==> src/rtl/mem_access_unit_pkg.sv <==
// Access-size encodings and helpers shared by the data-RAM load/store path.
// The size encodings are also used by the cache fill path.
package mem_access_unit_pkg;

    localparam logic [1:0] MEM_SIZE_BYTE = 2'd0;
    localparam logic [1:0] MEM_SIZE_HALF = 2'd1;
    localparam logic [1:0] MEM_SIZE_WORD = 2'd2;

    // Illegal size 3 maps to 4 bytes; it is rejected before this value matters.
    function automatic logic [2:0] size_nbytes(input logic [1:0] size);
        case (size)
            MEM_SIZE_BYTE: size_nbytes = 3'd1;
            MEM_SIZE_HALF: size_nbytes = 3'd2;
            default:       size_nbytes = 3'd4;
        endcase
    endfunction

endpackage

==> src/rtl/mem_access_unit_align.sv <==
// Load formatter: picks byte/half/word from a little-endian RAM word and extends it.
// Purely combinational, zero latency, no flow control.
module load_align
    import mem_access_unit_pkg::*;
#(
    parameter int XLEN = 32
) (
    input  logic [XLEN-1:0] rdata_i,
    input  logic [1:0]      size_i,
    input  logic            unsigned_i,
    output logic [XLEN-1:0] result_o
);

    always_comb begin
        result_o = rdata_i;
        case (size_i)
            MEM_SIZE_BYTE: result_o = {{(XLEN-8){~unsigned_i & rdata_i[7]}},   rdata_i[7:0]};
            MEM_SIZE_HALF: result_o = {{(XLEN-16){~unsigned_i & rdata_i[15]}}, rdata_i[15:0]};
            default:       result_o = rdata_i;
        endcase
    end

endmodule

==> src/rtl/mem_access_unit.sv <==
// Data-RAM initiator: one load/store at a time, loads respond 3 cycles after accept,
// stores write 1/2/4 bytes serially then respond; req_ready is high only in IDLE.
module mem_access_unit
    import mem_access_unit_pkg::*;
#(
    parameter int XLEN      = 32,
    parameter int MEM_BYTES = 65536
) (
    input  logic            clk,
    input  logic            rst,
    input  logic            req_valid,
    output logic            req_ready,
    input  logic            req_write,
    input  logic [1:0]      req_size,
    input  logic            req_unsigned,
    input  logic [XLEN-1:0] req_addr,
    input  logic [XLEN-1:0] req_wdata,
    output logic            resp_valid,
    output logic [XLEN-1:0] resp_rdata,
    output logic            resp_err,
    output logic [XLEN-1:0] ram_addr,
    input  logic [XLEN-1:0] ram_rdata,
    output logic            ram_write_en,
    output logic [XLEN-1:0] ram_write_addr,
    output logic [XLEN-1:0] ram_write_data
);

    typedef enum logic [2:0] {
        S_IDLE,
        S_LD_ISSUE,
        S_LD_CAPTURE,
        S_ST_BYTE,
        S_RESP,
        S_ERR
    } state_t;

    state_t          state_q;
    logic [XLEN-1:0] addr_q;
    logic [XLEN-1:0] wdata_q;
    logic [1:0]      size_q;
    logic            unsigned_q;
    logic            write_q;
    logic [1:0]      cnt_q;
    logic            resp_valid_q;
    logic            resp_err_q;
    logic [XLEN-1:0] resp_rdata_q;
    logic [XLEN-1:0] ram_addr_q;
    logic            ram_write_en_q;
    logic [XLEN-1:0] ram_write_addr_q;
    logic [XLEN-1:0] ram_write_data_q;

    logic [XLEN:0]   req_end_d;
    logic            req_bad_d;
    logic            st_last_d;
    logic [1:0]      cnt_d;
    logic [7:0]      wr_byte_d;
    logic [XLEN-1:0] ld_data_d;
    logic [XLEN-1:0] resp_data_d;

    // One extra bit so an address near the top of XLEN cannot wrap past the check.
    assign req_end_d = {1'b0, req_addr} + (XLEN+1)'(size_nbytes(req_size));
    assign req_bad_d = (req_size == 2'd3) || (req_end_d > (XLEN+1)'(MEM_BYTES));
    assign st_last_d = ({1'b0, cnt_q} == (size_nbytes(size_q) - 3'd1));
    assign cnt_d     = cnt_q + 2'd1;

    always_comb begin
        wr_byte_d = wdata_q[7:0];
        case (cnt_d)
            2'd1:    wr_byte_d = wdata_q[15:8];
            2'd2:    wr_byte_d = wdata_q[23:16];
            2'd3:    wr_byte_d = wdata_q[31:24];
            default: wr_byte_d = wdata_q[7:0];
        endcase
    end

    load_align #(.XLEN(XLEN)) u_load_align (
        .rdata_i    (ram_rdata),
        .size_i     (size_q),
        .unsigned_i (unsigned_q),
        .result_o   (ld_data_d)
    );

    assign resp_data_d = write_q ? '0 : ld_data_d;

    always_ff @(posedge clk) begin
        if (rst) begin
            state_q          <= S_IDLE;
            addr_q           <= '0;
            wdata_q          <= '0;
            size_q           <= '0;
            unsigned_q       <= 1'b0;
            write_q          <= 1'b0;
            cnt_q            <= '0;
            resp_valid_q     <= 1'b0;
            resp_err_q       <= 1'b0;
            resp_rdata_q     <= '0;
            ram_addr_q       <= '0;
            ram_write_en_q   <= 1'b0;
            ram_write_addr_q <= '0;
            ram_write_data_q <= '0;
        end else begin
            resp_valid_q <= 1'b0;
            case (state_q)
                S_IDLE: begin
                    if (req_valid) begin
                        addr_q     <= req_addr;
                        wdata_q    <= req_wdata;
                        size_q     <= req_size;
                        unsigned_q <= req_unsigned;
                        write_q    <= req_write;
                        cnt_q      <= '0;
                        ram_addr_q <= req_addr;
                        resp_err_q <= 1'b0;
                        if (req_bad_d) begin
                            state_q      <= S_ERR;
                            resp_valid_q <= 1'b1;
                            resp_err_q   <= 1'b1;
                            resp_rdata_q <= '0;
                        end else if (req_write) begin
                            state_q          <= S_ST_BYTE;
                            ram_write_en_q   <= 1'b1;
                            ram_write_addr_q <= req_addr;
                            ram_write_data_q <= {{(XLEN-8){1'b0}}, req_wdata[7:0]};
                        end else begin
                            state_q <= S_LD_ISSUE;
                        end
                    end
                end
                S_LD_ISSUE: state_q <= S_LD_CAPTURE;
                S_LD_CAPTURE: begin
                    resp_rdata_q <= resp_data_d;
                    resp_valid_q <= 1'b1;
                    state_q      <= S_RESP;
                end
                S_ST_BYTE: begin
                    if (st_last_d) begin
                        ram_write_en_q <= 1'b0;
                        resp_rdata_q   <= resp_data_d;
                        resp_valid_q   <= 1'b1;
                        state_q        <= S_RESP;
                    end else begin
                        cnt_q            <= cnt_d;
                        ram_write_addr_q <= addr_q + XLEN'(cnt_d);
                        ram_write_data_q <= {{(XLEN-8){1'b0}}, wr_byte_d};
                    end
                end
                S_RESP:  state_q <= S_IDLE;
                S_ERR:   state_q <= S_IDLE;
                default: state_q <= S_IDLE;
            endcase
        end
    end

    assign req_ready      = (state_q == S_IDLE);
    assign resp_valid     = resp_valid_q;
    assign resp_err       = resp_err_q;
    assign resp_rdata     = resp_rdata_q;
    assign ram_addr       = ram_addr_q;
    assign ram_write_en   = ram_write_en_q;
    assign ram_write_addr = ram_write_addr_q;
    assign ram_write_data = ram_write_data_q;

endmodule

==> config.mk <==
export PLATFORM = sky130hd
export DESIGN_NAME = mem_access_unit
export DESIGN_NICKNAME = d
export VERILOG_FILES = /design/src/rtl/mem_access_unit_pkg.sv /design/src/rtl/mem_access_unit_align.sv /design/src/rtl/mem_access_unit.sv
export SDC_FILE = /design/constraint.sdc
export NUM_CORES = 1
export LEC_CHECK = 0
export ABC_AREA = 0
export BUFFER_PORTS_ARGS = -buffer_cell sky130_fd_sc_hd__buf_4
export CORE_ASPECT_RATIO = 0.8
export CORE_MARGIN = 3
export CORE_UTILIZATION = 40
export DETAILED_ROUTE_END_ITERATION = 10
export PLACE_DENSITY_LB_ADDON = 0.08
export SKIP_CTS_REPAIR_TIMING = 1
export SLEW_MARGIN = 20
export SYNTH_ARGS = -nofsm -noshare
export SYNTH_HDL_FRONTEND = slang
export SYNTH_SLANG_ARGS = --single-unit
==> constraint.sdc <==
create_clock -name clk -period 3.32 [get_ports clk]
set_clock_uncertainty 0.2 [all_clocks]
set_input_delay 0.332 -clock clk [delete_from_list [all_inputs] [get_ports clk]]
set_output_delay 0.332 -clock clk [all_outputs]
set_load 0.005 [all_outputs]
**Word level (Yosys, flattened, before mapping)**

Index checks and enable logic that the tools add are counted.

- Bits in registers: 172
- Input port bits: 103

- $lt $le $gt $ge: 1
- Equality and inequality tests: 16
- Reduce and logical (&&, ||, !) cells: 12
- Bitwise logic cells: 3
- Multiplexer cells: 36
- Add/subtract/negate cells: 4

Operator list:

| kind | number |
|---|---|
| 32-bit two-way mux | 12 |
| 32-bit one-hot mux with 2 select lines | 3 |
| 32-bit one-hot mux with 3 select lines | 1 |
| 32-bit by 3-bit adder with 33-bit output | 1 |
| 33-bit by 17-bit greater-than comparator with 1-bit output, second input constant | 1 |
| 32-bit by 2-bit adder with 32-bit output | 1 |
| 8-bit one-hot mux with 3 select lines | 1 |
| 3-bit one-hot mux with 2 select lines | 2 |
| 3-bit one-hot mux with 4 select lines | 1 |
| 5-bit AND reduction | 2 |
| 3-bit two-way mux | 3 |
| 2-bit inequality test, second input constant | 4 |
| 1-bit two-way mux | 7 |
| 2-bit by 1-bit == test with 1-bit output, second input constant | 3 |
| 2-bit == test, second input constant | 3 |
| 3-bit by 2-bit == test with 1-bit output, second input constant | 2 |
| 2-bit two-way mux | 3 |
| 2-bit zero test | 2 |
| 2-bit by 1-bit inequality test with 1-bit output, second input constant | 2 |
| 2-bit one-hot mux with 2 select lines | 1 |
| 2-bit AND reduction | 2 |
| 4-bit AND reduction | 1 |
| 2-bit by 3-bit == test with 1-bit output | 1 |
| 3-bit by 1-bit == test with 1-bit output, second input constant | 1 |
| other kinds (11) | 12 |

**Depth between registers and ports, before layout**

- Depth in word-level cells: 8
- Depth in mapped cells: 13

**Hierarchy**

From an unflattened synthesis, not the netlist that was laid out.

- Cells, all modules: 974
- Area total of the unflattened synthesis: 7768.7 sq um

By module, submodules not included:

| module | times used | cells an instance | area an instance (sq um) |
|---|---|---|---|
| mem_access_unit | 1 | 907 | 7413.4 |
| load_align | 1 | 67 | 355.3 |

**Worst setup path after synthesis**

Ideal clock, no wire load.

- Kind: input-to-reg
- Start: input port req_size[0]
- End: register ram_write_data_q[1] (netlist: ram_write_data[1])
- Data required time: 2.977 ns
- Cell stages on the path: 13
- Library setup time: 0.143 ns
- Slack: -0.325 ns
- Arrival: 3.302 ns
- Cells stage by stage: nor2_1 > ha_1 > fa_1 > or2_1 > nor3b_2 > a311o_1 > a211oi_1 > nand4_1 > or4b_4 > buf_6 > clkbuf_1 > a211oi_1 > a211oi_1

- Longest elaborated chain between the ends: 7
- Elaborated cells on any way between the ends: 9
- Those cells by class: add/sub: 1; order compare: 1; eq/ne: 3; mux: 1; reduce/logical: 3

RTL lines:

| item | line | source |
|---|---|---|
| start, declared | mem_access_unit.sv:14 | `input logic [1:0] req_size,` |
| 2-bit by 1-bit == test with 1-bit output / 2-bit zero test (equally long branches) | mem_access_unit_pkg.sv:11 | `case (size)` |
| 3-bit one-hot mux with 2 select lines | mem_access_unit_pkg.sv:11 |  |
| 32-bit by 3-bit adder with 33-bit output | mem_access_unit.sv:61 | `assign req_end_d = {1'b0, req_addr} + (XLEN+1)'(size_nbytes(req_size));` |
| 33-bit by 17-bit greater-than comparator with 1-bit output | mem_access_unit.sv:62 | `assign req_bad_d = (req_size == 2'd3) \|\| (req_end_d > (XLEN+1)'(MEM_BYTES));` |
| 1-bit logical OR (*) | mem_access_unit.sv:62 |  |
| 2-bit inequality test (no line) (*) | n/a |  |
| 5-bit AND reduction (no line) (*) | n/a |  |
| end signal, assigned | mem_access_unit.sv:123 | `ram_write_data_q <= {{(XLEN-8){1'b0}}, req_wdata[7:0]};` |
| end signal, assigned | mem_access_unit.sv:144 | `ram_write_data_q <= {{(XLEN-8){1'b0}}, wr_byte_d};` |
| end, declared | mem_access_unit.sv:50 | `logic [XLEN-1:0] ram_write_data_q;` |

Every way passes the cells marked *; elsewhere a longest branch is shown, timed or not.
A chain may end at the register's enable or synchronous reset.

**Worst setup path in the final report**

- Start: input port req_size[1]
- End: register ram_write_addr_q[3] (netlist: ram_write_addr[3])

- Longest elaborated chain between the ends: 7
- Elaborated cells on any way between the ends: 9
- Those cells by class: add/sub: 1; order compare: 1; eq/ne: 3; mux: 1; reduce/logical: 3

RTL lines:

| item | line | source |
|---|---|---|
| 2-bit by 1-bit == test with 1-bit output / 2-bit zero test (equally long branches) | mem_access_unit_pkg.sv:11 |  |
| 3-bit one-hot mux with 2 select lines | mem_access_unit_pkg.sv:11 |  |
| 32-bit by 3-bit adder with 33-bit output | mem_access_unit.sv:61 |  |
| 33-bit by 17-bit greater-than comparator with 1-bit output | mem_access_unit.sv:62 |  |
| 1-bit logical OR (*) | mem_access_unit.sv:62 |  |
| 2-bit inequality test (no line) (*) | n/a |  |
| 5-bit AND reduction (no line) (*) | n/a |  |
| end signal, assigned | mem_access_unit.sv:122 | `ram_write_addr_q <= req_addr;` |
| end signal, assigned | mem_access_unit.sv:143 | `ram_write_addr_q <= addr_q + XLEN'(cnt_d);` |
| end, declared | mem_access_unit.sv:49 | `logic [XLEN-1:0] ram_write_addr_q;` |

Marks and branches as above.

==> impl_metrics.py <==
metrics = {
    "synthesis": {
        "synth-edff-count": 0,
        "synth_area_sq_um": 8150,
        "async_flop_share_pct": 0,
        "syn_area_per_cell_sq_um": 7.62,
        "yosysWarnings": 0,
        "yosysSeqAreaShare_pct": 36.4,
        "ys_ff_latch": 148,
        "synth_cell_types": 69,
        "ys.flop_type": "dfxtp_1",
        "synthCells": 1069,
    },
    "critical_path": {
        "path_max_fanout": 5,
        "critPathCaptureType": "flip-flop",
        "critPathMaxStageDelay_ps": 650,
        "path_class": "in -> reg",
        "cp_data_arrival_time_ps": 3400,
        "crit_path_cell_trace": "buf_6 -> nor2_4 -> ha_4 -> fa_2 -> or2_4 -> nor3b_4 -> a311o_1 -> a211oi_2 -> nand4_1 -> or4b_4 -> or4_1 -> o311ai_0",
        "cpMaxStageDelayCell": "or4b_4",
        "cp.required_ps": 3450,
        "critPathLaunchType": "primary input",
    },
    "layout": {
        "syn_to_final_growth_pct": 41.2,
        "drive_gt1_share_pct": 27.2,
        "nets": 1444,
        "antennaDiodeCount": 0,
        "fin_area_sq_um": 11500,
    },
    "grt": {
        "grtUsageMet1_pct": 35.3,
        "grt_util_met2_pct": 33.2,
        "antenna_found_initial": 0,
        "met3_usage_pct": 5.38,
        "grt_max_degree": 85,
        "busiest_layer": "met1",
        "grt_pass1_wl_mm": 40.8,
        "track_usage_pct": 23.2,
        "grt_pass1_vias": 7583,
        "overflow": 0,
    },
    "sta": {
        "hold_viol": 6,
        "relSlewSlack_pct": 37.1,
        "fin_crit_sh_pct": 98.5,
        "final-setup-viol-count": 0,
        "tightest_slew_ps": 943,
        "slew_viol_final": 0,
        "fmax_mhz": 306,
        "period_needed_ps": 3270,
        "whs_ps": -12.5,
        "setup_slack_ps": 50.5,
    },
    "die": {
        "die_y_microns": 134,
        "ioPinCount": 235,
        "die_w_microns": 166,
        "design.die.area_sq_um": 22100,
        "rows": 46,
        "initial_utilization_pct": 40.9,
        "core_area_sq_um": 19900,
    },
    "run_status": {
        "status": "finished with violations",
        "failed_checks": "negative hold slack",
    },
    "pwr": {
        "p_switching_mw": 1.38,
        "p_clk_share_pct": 40.8,
        "power_leakage_nw": 4.59,
        "comb_power_share_pct": 17.8,
        "p_int_mw": 3.29,
        "power_density_nw_per_um2": 406,
        "power_frac_seq_pct": 41.4,
        "ir_drop_mv": 0.267,
        "sw_frac_of_total_pct": 29.5,
    },
    "clock_network": {
        "clk_transition_reported_paths_ps": 70,
        "htreeDepth": 4,
        "cts_tree": "yes",
        "cts_buffers": 17,
        "ctsRootBufferMaster": "clkbuf_16",
        "clock_latency_ps": 430,
        "clock-sinks": 148,
        "clk_path_buf_depth": 2,
    },
    "drt": {
        "ant_nets": 0,
        "viasPerCell": 5.41,
        "routed_wl_mm": 27.4,
        "wl_per_cell_microns": 17.1,
        "drtIter0Drc": 975,
        "via_count": 8701,
        "drc": 0,
        "firstDrtPassIters": 5,
    },
    "place": {
        "place.gp.congestion": 0.921,
        "post-place-ws_ps": -395,
        "place_area_sq_um": 10200,
        "port_buffers": 210,
        "hpwl_mm": 19.4,
    },
    "min_path": {
        "hold_path_class": "in -> reg",
    },
    "flow_run": {
        "drv_cap": 0,
    },
}
-- state kept, by name, indices dropped and copies added (netlist names) --
register        flops
unsigned_q          1
state_q             3
size_q              2
ram_write_addr     32
write_q             1
resp_valid          1
ram_write_data      8
resp_rdata         32
ram_write_en        1
ram_addr           32
resp_err            1
cnt_q               2
wdata_q            32
-- synthesized netlist by cell type, drive strengths merged, types with 3 or more instances --
master | n | area (sq um)
nand2 | 247 | 930
dfxtp | 148 | 2960
a21oi | 103 | 515
clkbuf | 76 | 287
o21ai | 65 | 329
nor2 | 43 | 161
buf | 34 | 230
nand4 | 34 | 228
nand3 | 31 | 160
a211oi | 30 | 225
mux2i | 26 | 260
inv | 23 | 86.3
xnor2 | 21 | 184
o211ai | 16 | 120
a32oi | 14 | 123
xor2 | 14 | 123
nor3 | 12 | 70.1
nor4 | 12 | 105
nor2b | 11 | 68.8
or3 | 10 | 62.6
ha | 9 | 113
mux2 | 9 | 101
o311ai | 9 | 78.8
a222oi | 8 | 80.1
and3 | 8 | 50.1
or4 | 7 | 52.6
a31oi | 6 | 43.8
and2 | 4 | 25.0
a2bb2oi | 3 | 26.3
a311o | 3 | 30.0
nor3b | 3 | 27.5
or2 | 3 | 18.8
or4b | 3 | 33.8
-- layout make-up --
| type | count | area [sq um] |
|---|---|---|
| Clock buffer | 17 | 425 |
| Clock inverter | 15 | 149 |
| Fill cell | 1914 | 8410 |
| Inverter | 23 | 86.3 |
| Multi-Input combinational cell | 812 | 4870 |
| Sequential cell | 148 | 2960 |
| Tap cell | 264 | 330 |
| Timing Repair Buffer | 328 | 2680 |
-- layer usage --
metal	vias to the layer above	part of all wire (%)
met5	-	0
met4	0	0.99
met3	23	7.8
met2	319	43
met1	4090	49
li1	4269	-
-- cell families after synthesis --
logic type      Yosys count  synth area share, %
simple gates            434                 25.1
xor+xnor                 35                 3.76
mux                      35                 4.44
buf+inv                 133                 7.40
compound gates          272                 21.0
fa+ha+maj                11                 1.87
other cells               1               0.0460
flops                   148                 36.4
-- critical path: cells and delay by family --
kind            cells  cell delay (ps)
simple gates        6             1790
compound gates      3              670
buf+inv             1               90
fa+ha+maj           2              520
-- power by group through the flow --
stage	Combinational, mW	Clock [mW]	Sequential, mW
after detailed placement	0.759	0	1.97
after CTS	0.761	1.93	1.94
final	0.833	1.90	1.94
after global placement	0.756	0	1.97
after floorplan	0.420	0	1.95
after global routing	0.910	2.00	1.95
-- path summary, 6_finish.rpt --
check | from | slack (ps) | cells after the start | end
setup reg to reg | cnt_q[1] | 270 | 10 | ram_write_addr[22]
hold / removal | req_addr[11] | -10 | 3 | ram_addr[11]
setup / recovery | req_size[1] | 50 | 12 | ram_write_addr[3]
hold reg to reg | ram_write_addr[1] | 250 | 2 | ram_write_addr[1]
-- stage by stage --
step	setup TNS, ps	instances	hold WS [ps]	power, mW	utilization (%)
after floorplan	-1240	1092	236	2.37	-
after global placement	-14850	1517	243	2.73	51.2
after detailed placement	-17320	1517	243	2.73	51.2
after CTS	0	1549	-64.8	4.63	54.1
after global routing	-333	1607	-0.356	4.86	57.8
final	0	1607	-12.5	4.67	57.8
-- layout by cell type, fill, tap and decap left out, types with 5 or more instances in the layout --
cell and count:
buf_4 264, nand2_1 245, dfxtp_1 148, a21oi_1 102, o21ai_0 61, dlygate4sd3_1 56
nor2_1 42, nand4_1 33, nand3_1 30, mux2i_1 26, conb_1 24, inv_1 22
xnor2_1 21, clkbuf_16 18, a211oi_2 16, o211ai_1 16, xor2_1 14, a32oi_1 14
a211oi_1 13, nor3_1 10, nor4_1 10, nor2b_1 10, mux2_2 9, or3_1 8
and3_1 8, a222oi_1 8, ha_1 7, or4_1 6, a31oi_1 5
(Power assumes the default switching activity.)
